===== src/rtl/addr_dec_sched_pkg.sv =====
// Shared constants for the 2-of-5 address decoder scheduler.
// Address layout: [11:10] hundreds (binary), [9:5] tens a..e, [4:0] units a..e.
// Digit codes: bit 4 is segment a, bit 0 is segment e.
package addr_dec_pkg;
    localparam int ADDR_W = 12;
    localparam int BIN_W  = 9;
    localparam int H_LSB  = 10;
    localparam int T_LSB  = 5;
    localparam int U_LSB  = 0;

    localparam logic [4:0] CODE_0 = 5'b00011;  // de
    localparam logic [4:0] CODE_1 = 5'b10010;  // ad
    localparam logic [4:0] CODE_2 = 5'b10001;  // ae
    localparam logic [4:0] CODE_3 = 5'b01001;  // be
    localparam logic [4:0] CODE_4 = 5'b11000;  // ab
    localparam logic [4:0] CODE_5 = 5'b10100;  // ac
    localparam logic [4:0] CODE_6 = 5'b01100;  // bc
    localparam logic [4:0] CODE_7 = 5'b01010;  // bd
    localparam logic [4:0] CODE_8 = 5'b00110;  // cd
    localparam logic [4:0] CODE_9 = 5'b00101;  // ce

    localparam logic [BIN_W-1:0] HUND_WT = 9'd100;
    localparam logic [BIN_W-1:0] TENS_WT = 9'd10;
endpackage


===== src/rtl/addr_dec_sched_if.sv =====
// Request/grant and result bus of the shared address decoder.
//   i_req/i_addr/o_gnt : requester side, level request, one-hot grant pulse
//   o_valid/i_rdy      : downstream result handshake
//   o_bin/o_src/o_err  : decoded address, requester index, malformed-code flag
//   o_err_cnt          : saturating count of accepted malformed results
// master = requesters/downstream side, slave = decoder.
interface addr_dec_sched_if #(
    parameter int NREQ = 4,
    parameter int SRCW = $clog2(NREQ)
);
    logic [NREQ-1:0]                     i_req;
    logic [addr_dec_pkg::ADDR_W*NREQ-1:0] i_addr;
    logic [NREQ-1:0]                     o_gnt;
    logic                                o_valid;
    logic                                i_rdy;
    logic [addr_dec_pkg::BIN_W-1:0]      o_bin;
    logic [SRCW-1:0]                     o_src;
    logic                                o_err;
    logic [7:0]                          o_err_cnt;

    modport master (
        output i_req, i_addr, i_rdy,
        input  o_gnt, o_valid, o_bin, o_src, o_err, o_err_cnt
    );

    modport slave (
        input  i_req, i_addr, i_rdy,
        output o_gnt, o_valid, o_bin, o_src, o_err, o_err_cnt
    );
endinterface


===== src/rtl/addr_dec_sched_two_of_five_digit.sv =====
// Combinational 2-of-5 digit decoder.
//   code  in  [4:0]  segments a..e (bit 4 = a)
//   value out [3:0]  decimal digit, 0 when code is illegal
//   ok    out        code has exactly two bits set
module two_of_five_digit
    import addr_dec_pkg::*;
(
    input  logic [4:0] code,
    output logic [3:0] value,
    output logic       ok
);
    // All ten 2-bit patterns are listed, so default covers 0, 1 and 3+ bits set.
    always_comb begin
        value = 4'd0;
        ok    = 1'b1;
        case (code)
            CODE_0:  value = 4'd0;
            CODE_1:  value = 4'd1;
            CODE_2:  value = 4'd2;
            CODE_3:  value = 4'd3;
            CODE_4:  value = 4'd4;
            CODE_5:  value = 4'd5;
            CODE_6:  value = 4'd6;
            CODE_7:  value = 4'd7;
            CODE_8:  value = 4'd8;
            CODE_9:  value = 4'd9;
            default: ok = 1'b0;
        endcase
    end
endmodule


===== src/rtl/addr_dec_sched.sv =====
// Shared registered 2-of-5 address decoder with round-robin request arbitration.
//   i_clk    : clock
//   i_rst_n  : asynchronous active-low reset
//   bus      : slave side of addr_dec_sched_if (requests, grants, result handshake)
// Pipeline: arbitration loads stage 1 and a registered grant pulse together, so the
// grant is seen in the same cycle the slice sits in stage 1; stage 2 holds the result.
module addr_dec_sched
    import addr_dec_pkg::*;
#(
    parameter int NREQ = 4,
    parameter int SRCW = $clog2(NREQ)
) (
    input  logic            i_clk,
    input  logic            i_rst_n,
    addr_dec_sched_if.slave bus
);
    logic [SRCW-1:0]   last_q;
    logic [SRCW-1:0]   win_idx;
    logic              win_any;
    logic [ADDR_W-1:0] win_addr;
    logic [NREQ-1:0]   gnt_d;
    logic [NREQ-1:0]   gnt_q;

    logic              s1_valid;
    logic [ADDR_W-1:0] s1_addr;
    logic [SRCW-1:0]   s1_src;
    logic              s1_adv;
    logic              grant_en;

    logic              out_valid;
    logic [BIN_W-1:0]  out_bin;
    logic [SRCW-1:0]   out_src;
    logic              out_err;
    logic [7:0]        err_cnt;
    logic              accept;

    logic [3:0]        tens_val;
    logic [3:0]        units_val;
    logic              tens_ok;
    logic              units_ok;
    logic              dec_err;
    logic [BIN_W-1:0]  dec_bin;

    assign accept   = out_valid & bus.i_rdy;
    assign s1_adv   = s1_valid & (~out_valid | bus.i_rdy);
    assign grant_en = ~s1_valid | s1_adv;

    // Search starts one past the last winner so every requester gets a turn.
    always_comb begin
        logic [SRCW-1:0] cand;
        cand    = '0;
        win_any = 1'b0;
        win_idx = '0;
        for (int i = 1; i <= NREQ; i++) begin
            cand = SRCW'((int'(last_q) + i) % NREQ);
            if (!win_any && bus.i_req[cand]) begin
                win_any = 1'b1;
                win_idx = cand;
            end
        end
    end

    always_comb begin
        win_addr = '0;
        gnt_d    = '0;
        for (int k = 0; k < NREQ; k++) begin
            if (SRCW'(k) == win_idx) begin
                win_addr = bus.i_addr[k*ADDR_W +: ADDR_W];
                gnt_d[k] = win_any & grant_en;
            end
        end
    end

    always_ff @(posedge i_clk or negedge i_rst_n) begin
        if (!i_rst_n) begin
            last_q   <= SRCW'(NREQ - 1);
            gnt_q    <= '0;
            s1_valid <= 1'b0;
            s1_addr  <= '0;
            s1_src   <= '0;
        end else begin
            gnt_q <= gnt_d;
            if (grant_en) begin
                s1_valid <= win_any;
                if (win_any) begin
                    s1_addr <= win_addr;
                    s1_src  <= win_idx;
                    last_q  <= win_idx;
                end
            end
        end
    end

    two_of_five_digit u_tens (
        .code  (s1_addr[T_LSB +: 5]),
        .value (tens_val),
        .ok    (tens_ok)
    );

    two_of_five_digit u_units (
        .code  (s1_addr[U_LSB +: 5]),
        .value (units_val),
        .ok    (units_ok)
    );

    assign dec_err = ~(tens_ok & units_ok);
    assign dec_bin = dec_err ? '0
                   : BIN_W'(s1_addr[H_LSB +: 2]) * HUND_WT
                   + BIN_W'(tens_val) * TENS_WT
                   + BIN_W'(units_val);

    always_ff @(posedge i_clk or negedge i_rst_n) begin
        if (!i_rst_n) begin
            out_valid <= 1'b0;
            out_bin   <= '0;
            out_src   <= '0;
            out_err   <= 1'b0;
            err_cnt   <= '0;
        end else begin
            if (s1_adv) begin
                out_valid <= 1'b1;
                out_bin   <= dec_bin;
                out_src   <= s1_src;
                out_err   <= dec_err;
            end else if (accept) begin
                out_valid <= 1'b0;
            end
            if (accept && out_err && err_cnt != 8'hFF) begin
                err_cnt <= err_cnt + 8'd1;
            end
        end
    end

    assign bus.o_gnt     = gnt_q;
    assign bus.o_valid   = out_valid;
    assign bus.o_bin     = out_bin;
    assign bus.o_src     = out_src;
    assign bus.o_err     = out_err;
    assign bus.o_err_cnt = err_cnt;
endmodule


===== src/flat_wrapper.sv =====
// flat-port wrapper written by rule: the top's interface ports become plain ports
module addr_dec_sched_flat import addr_dec_pkg::*;
#(
    parameter int NREQ = 4,
    parameter int SRCW = $clog2(NREQ)
)
  (i_clk, i_rst_n, bus_i_req, bus_i_addr, bus_i_rdy, bus_o_gnt, bus_o_valid, bus_o_bin, bus_o_src, bus_o_err, bus_o_err_cnt);
  addr_dec_sched_if #(.NREQ(NREQ), .SRCW(SRCW)) bus_i ();
  input  logic i_clk;
  input  logic i_rst_n;
  input wire logic [$bits(bus_i.i_req)-1:0] bus_i_req;
  input wire logic [$bits(bus_i.i_addr)-1:0] bus_i_addr;
  input wire logic [$bits(bus_i.i_rdy)-1:0] bus_i_rdy;
  output wire logic [$bits(bus_i.o_gnt)-1:0] bus_o_gnt;
  output wire logic [$bits(bus_i.o_valid)-1:0] bus_o_valid;
  output wire logic [$bits(bus_i.o_bin)-1:0] bus_o_bin;
  output wire logic [$bits(bus_i.o_src)-1:0] bus_o_src;
  output wire logic [$bits(bus_i.o_err)-1:0] bus_o_err;
  output wire logic [$bits(bus_i.o_err_cnt)-1:0] bus_o_err_cnt;
  assign bus_i.i_req = bus_i_req;
  assign bus_i.i_addr = bus_i_addr;
  assign bus_i.i_rdy = bus_i_rdy;
  assign bus_o_gnt = bus_i.o_gnt;
  assign bus_o_valid = bus_i.o_valid;
  assign bus_o_bin = bus_i.o_bin;
  assign bus_o_src = bus_i.o_src;
  assign bus_o_err = bus_i.o_err;
  assign bus_o_err_cnt = bus_i.o_err_cnt;
  addr_dec_sched #(.NREQ(NREQ), .SRCW(SRCW)) u_core (.i_clk(i_clk), .i_rst_n(i_rst_n), .bus(bus_i));
endmodule

===== config.mk =====
export PLATFORM = sky130hd
export DESIGN_NAME = addr_dec_sched_flat
export DESIGN_NICKNAME = d
export VERILOG_FILES = /design/src/rtl/addr_dec_sched_pkg.sv /design/src/rtl/addr_dec_sched_if.sv /design/src/rtl/addr_dec_sched_two_of_five_digit.sv /design/src/rtl/addr_dec_sched.sv /design/src/flat_wrapper.sv
export SDC_FILE = /design/constraint.sdc
export NUM_CORES = 1
export LEC_CHECK = 0
export CAP_MARGIN = 20
export CORE_MARGIN = 2
export CORE_UTILIZATION = 35
export DETAILED_ROUTE_END_ITERATION = 6
export MAX_ROUTING_LAYER = met4
export REMOVE_ABC_BUFFERS = 1
export SYNTH_ARGS = -nofsm -noshare
export SYNTH_HDL_FRONTEND = slang
export SYNTH_HIERARCHICAL = 1
export SYNTH_SLANG_ARGS = --single-unit
export TNS_END_PERCENT = 5

===== constraint.sdc =====
create_clock -name i_clk -period 9.7 [get_ports i_clk]
set_input_delay 1.94 -clock i_clk [delete_from_list [all_inputs] [get_ports i_clk]]
set_output_delay 1.94 -clock i_clk [all_outputs]
set_load 0.02 [all_outputs]

==> Yosys cells after proc, flatten, opt, wreduce, memory -nomap -nowiden <==
Index checks and enable logic that the tools add are counted.
{ "op_classes": {"div_mod_pow": 0, "bitwise_logic": 9, "n_mux": 31, "reduce_logical": 13, "order_cmp": 4, "n_mul": 2, "eq_ne": 24, "shifts": 0, "add_sub_neg": 7} }
{ "ops": {"columns": ["op", "n"], "rows": [
  ["4-bit case mux with 9 select lines", 2],
  ["12-bit two-way mux", 4],
  ["5-bit == test (second input constant)", 8],
  ["5-bit by 4-bit == test with 1-bit output (second input constant)", 6],
  ["5-bit by 3-bit == test with 1-bit output (second input constant)", 4],
  ["10-bit OR reduction", 2],
  ["1-bit two-way mux", 16],
  ["2-bit by 3-bit less-than comparator with 1-bit output (second input constant)", 4],
  ["5-bit by 2-bit == test with 1-bit output (second input constant)", 2],
  ["9-bit by 4-bit adder with 9-bit output", 1],
  ["9-bit by 8-bit adder with 9-bit output", 1],
  ["9-bit two-way mux", 1],
  ["8-bit by 1-bit adder with 8-bit output (second input constant)", 1],
  ["1-bit binary-select mux with 2-bit select", 4],
  ["2-bit two-way mux", 4],
  ["8-bit inequality test (second input constant)", 1],
  ["2-bit by 5-bit multiplier with 7-bit output (second input constant)", 1],
  ["4-bit by 3-bit multiplier with 7-bit output (second input constant)", 1],
  ["1-bit logical AND", 5],
  ["2-bit by 1-bit adder with 2-bit output (second input constant)", 2],
  ["2-bit adder (second input constant)", 2],
  ["1-bit bitwise AND", 4],
  ["2-bit == test (first input constant)", 2],
  ["1-bit zero test", 3],
  ["6 further kinds", 9]
]} }
{ "word_totals": {"in_bits": 55, "word_cells": 100, "latchBits": 0, "mem_count": 0, "output_inout_bits": 25, "reg_bits": 42, "romBits": 0, "ramBits": 0} }

==> Longest topological paths before layout <==
{ "depth": {"depth_word": 18, "ltp_mapped": 15, "ltp_nobuf": 14} }

==> Modules after synthesis <==
Netlist, hierarchy kept.
{ "by_module_without_submodules": {"columns": ["mod", "seq_area_each_um2", "n_inst", "cells_per_inst", "area_each_um2"], "rows": [
  ["addr_dec_sched", 1053.5, 1, 237, 2538.7],
  ["two_of_five_digit", 0.0, 2, 28, 205.2]
]} }

==> Least setup slack after synthesis <==
Ideal clock, no wire load.
{ "synth_timing": {"kind": "flip-flop to flip-flop", "from": "reg u_core.s1_addr[7]", "to": "reg u_core.out_bin[8] (netlist: u_core/bus.o_bin[8])", "setup_time_ps": 69, "period_less_slack_ps": 3545, "path_stages_with_launch": 15, "slack_ps": 6155, "n_path_buf": 1, "t_required_ps": 9631, "arrival_time_ps": 3476, "cell_sequence": "dfrtp_1 > buf_6 > or4b_4 > o211ai_2 > ha_1 > ha_1 > fa_1 > xor2_1 > ha_1 > ha_1 > nand2_1 > o21ba_2 > o21ai_0 > a211o_1 > nand3_1"} }
{ "synth_via": {"elab_chain_cells": 6, "word_cells_on_any_way": 18, "cone_classes": "add/sub: 2; mul: 1; eq/ne: 10; mux: 3; bitwise: 1; reduce/logical: 1"} }
{ "synth_rtl": {"columns": ["element", "line", "source"], "rows": [
  ["start: declaration", "addr_dec_sched.sv:25", "logic [ADDR_W-1:0] s1_addr;"],
  ["start signal: assignment", "addr_dec_sched.sv:86", "s1_addr <= win_addr;"],
  ["5-bit by 3-bit == test with 1-bit output, or another cell as far along", "addr_dec_sched_two_of_five_digit.sv:16", "case (code)"],
  ["4-bit case mux with 9 select lines *", "addr_dec_sched_two_of_five_digit.sv:16", null],
  ["named net u_core.tens_val[1]", "addr_dec_sched.sv:37", "logic [3:0] tens_val;"],
  ["4-bit by 3-bit multiplier with 7-bit output *", "addr_dec_sched.sv:109", "+ BIN_W'(tens_val) * TENS_WT"],
  ["9-bit by 8-bit adder with 9-bit output *", "addr_dec_sched.sv:109", null],
  ["9-bit by 4-bit adder with 9-bit output *", "addr_dec_sched.sv:110", "+ BIN_W'(units_val);"],
  ["9-bit two-way mux *", "addr_dec_sched.sv:107", "assign dec_bin = dec_err ? '0"],
  ["end signal: assignment", "addr_dec_sched.sv:122", "out_bin <= dec_bin;"],
  ["end: declaration", "addr_dec_sched.sv:31", "logic [BIN_W-1:0] out_bin;"]
]} }
The timed path passes the listed nets; every way through them passes the cells marked *.
A chain may end at the register's enable or synchronous reset.

==> Worst setup path in the final report <==
{ "layout_timing": {"from": "in bus_i_req[1]", "to": "reg u_core.s1_addr[5]"} }
{ "layout_via": {"elab_chain_cells": 17, "word_cells_on_any_way": 31, "cone_classes": "eq/ne: 3; mux: 20; reduce/logical: 8"} }
{ "layout_rtl": {"columns": ["element", "line", "source"], "rows": [
  ["start: declaration", "flat_wrapper.sv:11", "input wire logic [$bits(bus_i.i_req)-1:0] bus_i_req;"],
  ["1-bit binary-select mux with 2-bit select", "addr_dec_sched.sv:56", "if (!win_any && bus.i_req[cand]) begin"],
  ["1-bit two-way mux (implied by the code)", "addr_dec_sched.sv:56", null],
  ["1-bit two-way mux", "addr_dec_sched.sv:56", null],
  ["1-bit zero test", "addr_dec_sched.sv:56", null],
  ["1-bit logical AND", "addr_dec_sched.sv:56", null],
  ["1-bit two-way mux", "addr_dec_sched.sv:56", null],
  ["1-bit zero test", "addr_dec_sched.sv:56", null],
  ["1-bit logical AND", "addr_dec_sched.sv:56", null],
  ["1-bit two-way mux", "addr_dec_sched.sv:56", null],
  ["1-bit zero test", "addr_dec_sched.sv:56", null],
  ["1-bit logical AND", "addr_dec_sched.sv:56", null],
  ["2-bit two-way mux", "addr_dec_sched.sv:56", null],
  ["2-bit zero test", "addr_dec_sched.sv:67", "if (SRCW'(k) == win_idx) begin"],
  ["12-bit two-way mux (4 in series)", "addr_dec_sched.sv:67", null]
]} }
Parallel ways exist; a longest one is shown, timed or not. The select of a mux whose other input is x is not followed.

==> impl_metrics.json <==
{
  "slowest_stage": "or4_1",
  "relSlewSlack_pct": 37.8,
  "wl_mm": 6.84,
  "cpPeakStageDelay_ns": 0.59,
  "cts_hold_buf": 0,
  "grt_max_degree": 43,
  "path_clk_slew_ns": 0.08,
  "holdWs_ns": 0.481,
  "fin_crit_ns": 3.91,
  "ys_ff_latch": 42,
  "cts-htree-levels": 2,
  "track_usage_pct": 16.3,
  "syn_avg_cell_area_um2": 10.1,
  "post_drt_via_cell_ratio": 5.14,
  "power_mw": 0.820,
  "ys.warnings.count": 6,
  "ys_async_sr_fraction_pct": 100,
  "post_cts_buffers": 0,
  "die_w_um": 95.8,
  "ant_nets": 0,
  "syn2layout_area_growth_pct": 29.9,
  "crit_type": "input pin to flop",
  "ios": 80,
  "drc": 0,
  "tns_ns": 0,
  "initial_core_util_pct": 36.1,
  "wl_per_cell_um": 14.6,
  "status": "finished clean",
  "seq_area_frac_synth_pct": 35.7,
  "dp_hpwl_mm": 5.42,
  "via_count": 2409,
  "cts_resized": 0,
  "rsz0062_at_grt": "false",
  "clk_latency_ns": 0.29,
  "fillers": 802,
  "synthTopCellsByArea": "dfrtp_1 34%, ha_1 6.8%, xor2_1 4.5%",
  "critPathCaptureType": "flop",
  "dpl_cell_area_um2": 3740,
  "die_y_um": 95.8,
  "cts_root_buf": "clkbuf_8",
  "fmax_mhz": 256,
  "clock-sinks": 42,
  "rows": 33,
  "finalSetupViolCount": 0,
  "powerDensity_nw_per_um2": 214,
  "grt_overflow": 0,
  "firstDrtPassIters": 4,
  "cp_cell_sequence": "clkdlybuf4s50_1, or4_1, nand2_1, nor2_1, a221o_1",
  "finalMaxSlewViolations": 0,
  "synth-edff-count": 0,
  "final_cell_area_um2": 3830,
  "finalCritPeriodShare_pct": 40.3,
  "n_antenna_cell": 0,
  "cts_buffers": 5,
  "critPathArrivalTime_ns": 4.08,
  "cts_tree": "yes",
  "drive_gt1_share_pct": 9.34,
  "final_nets": 438,
  "grt_pass1_wl_mm": 11.5,
  "yosysMostFrequentCell": "dfrtp_1",
  "path_delay_family": "simple AND/OR/NAND/NOR gates",
  "antenna_found_initial": 0,
  "critPathLaunchType": "input pin",
  "worstPathRequired_ns": 9.87,
  "drv_cap": 0,
  "synth_top_area_cell": "dfrtp_1",
  "synth_ff_type": "dfrtp_1",
  "synthDistinctLibCells": 50,
  "cts_buffer_depth": 2,
  "fin_skew_ns": 0.00980,
  "first_iter_violations": 187,
  "tightestPinTransition_ns": 0.933,
  "yosysTopAreaCellShare_pct": 33.9,
  "syn_inst": 293,
  "hold_path_class": "flop to flop",
  "crit_buf_inv": 1,
  "coreArea_um2": 8180,
  "netlist_area_um2": 2950,
  "crit_fanout": 13,
  "port_buffers": 79,
  "ir_drop_uv": 70.6,
  "grt_pass1_vias": 2430,
  "dieArea_um2": 9180,
  "synth_common_cells": "40 x dfrtp_1, 22 x nand2_1, 22 x nand3_1, 19 x nor2_1, 17 x a211oi_1",
  "gp_congestion": 0.821,
  "leakage_nw": 1.65,
  "finalHoldViolCount": 0
}
==> worst paths after layout <==
path | startpoint | endpoint | slack, ns | cells past startpoint
worst max-delay path | bus_i_req[1] | u_core/s1_addr[5]$_DFFE_PN0P_ | 5.79 | 5
worst min register to register | u_core/bus.o_bin[8]$_DFFE_PN0P_ | u_core/bus.o_bin[8]$_DFFE_PN0P_ | 0.48 | 2
worst max register to register | u_core/s1_addr[7]$_DFFE_PN0P_ | u_core/bus.o_bin[8]$_DFFE_PN0P_ | 5.93 | 13
worst min-delay path | u_core/bus.o_bin[8]$_DFFE_PN0P_ | u_core/bus.o_bin[8]$_DFFE_PN0P_ | 0.48 | 2
min in group asynchronous | i_rst_n | u_core/bus.o_bin[7]$_DFFE_PN0P_ | 1.79 | 1
max in group asynchronous | i_rst_n | u_core/s1_addr[6]$_DFFE_PN0P_ | 7.33 | 1
==> cell usage in the layout (no fill, tap or decap), types with 3 or more instances in the layout <==
cell              n
clkdlybuf4s50_1  78
dfrtp_1          40
nand2_1          22
nand3_1          22
nor2_1           19
a211oi_1         17
ha_1             16
xor2_1           15
inv_1            13
mux2i_1          12
o21ai_0          10
nand4_1           7
mux2_2            6
a221o_1           6
clkbuf_8          5
nand2b_1          5
a31oi_1           5
nand3b_1          4
a22o_1            4
xnor2_1           4
fa_1              4
nand4b_1          4
a21oi_1           3
nor2b_1           3
mux2_4            3
==> tightest hold or removal path, cell delays in order (launching register included) <==
cell and delay (ns):
dfrtp_1 0.34, nand2_1 0.05, nand3_1 0.06
==> final cells by class <==
cell class	count	area [um2]	area share, %
multi-input combinational	218	1710	44.5
timing repair buffer	80	793	20.7
inverter	16	60.1	1.57
tap	105	131	3.43
clock inverter	2	13.8	0.359
clock buffer	6	72.6	1.89
sequential	42	1050	27.5
==> cell families (layout without fill, tap and decap cells) <==
group	Yosys count	after routing	synth area share [%]
compound gates	60	60	16.0
simple gates	97	97	18.0
flops	42	42	35.7
fa+ha+maj	20	20	9.50
mux	22	22	8.65
buf+inv	33	104	6.41
xor+xnor	19	19	5.64
==> registers in the layout (all words and copies together), names as in the netlist <==
register / flops
u_core/bus.o_valid: 1
u_core/s1_addr: 12
u_core/s1_src: 2
u_core/bus.o_src: 2
u_core/bus.o_gnt: 4
u_core/bus.o_bin: 9
u_core/bus.o_err_cnt: 8
u_core/bus.o_err: 1
u_core/last_q: 2
u_core/s1_valid: 1
==> routing by layer <==
| layer | share of wire [%] | routed length, um | global-route usage, % | vias to the layer above |
|---|---|---|---|---|
| met5 | 0 | 0 | - | - |
| met2 | 47 | 3250 | 25.9 | 82 |
| met4 | 1.1 | 74 | 3.69 | 0 |
| li1 | - | - | - | 1208 |
| met3 | 5.0 | 342 | 2.74 | 6 |
| met1 | 46 | 3170 | 21.8 | 1113 |
==> metrics by stage <==
stage | std cells | utilization, % | setup WS [ns]
floorplan | 276 | - | 6.09
global placement | 461 | 45.8 | 5.56
detailed placement | 461 | 45.8 | 5.52
CTS | 469 | 46.9 | 5.80
global route | 469 | 46.9 | 5.60
finish | 469 | 46.9 | 5.79
==> report_power, final <==
part / total, mW / switching (mW) / internal, mW
sequential: 0.298 / 0.0715 / 0.226
combinational: 0.413 / 0.206 / 0.207
clock: 0.109 / 0.0586 / 0.0508
total: 0.820 / 0.336 / 0.484
No activity file was read; power rests on OpenSTA's default activity.
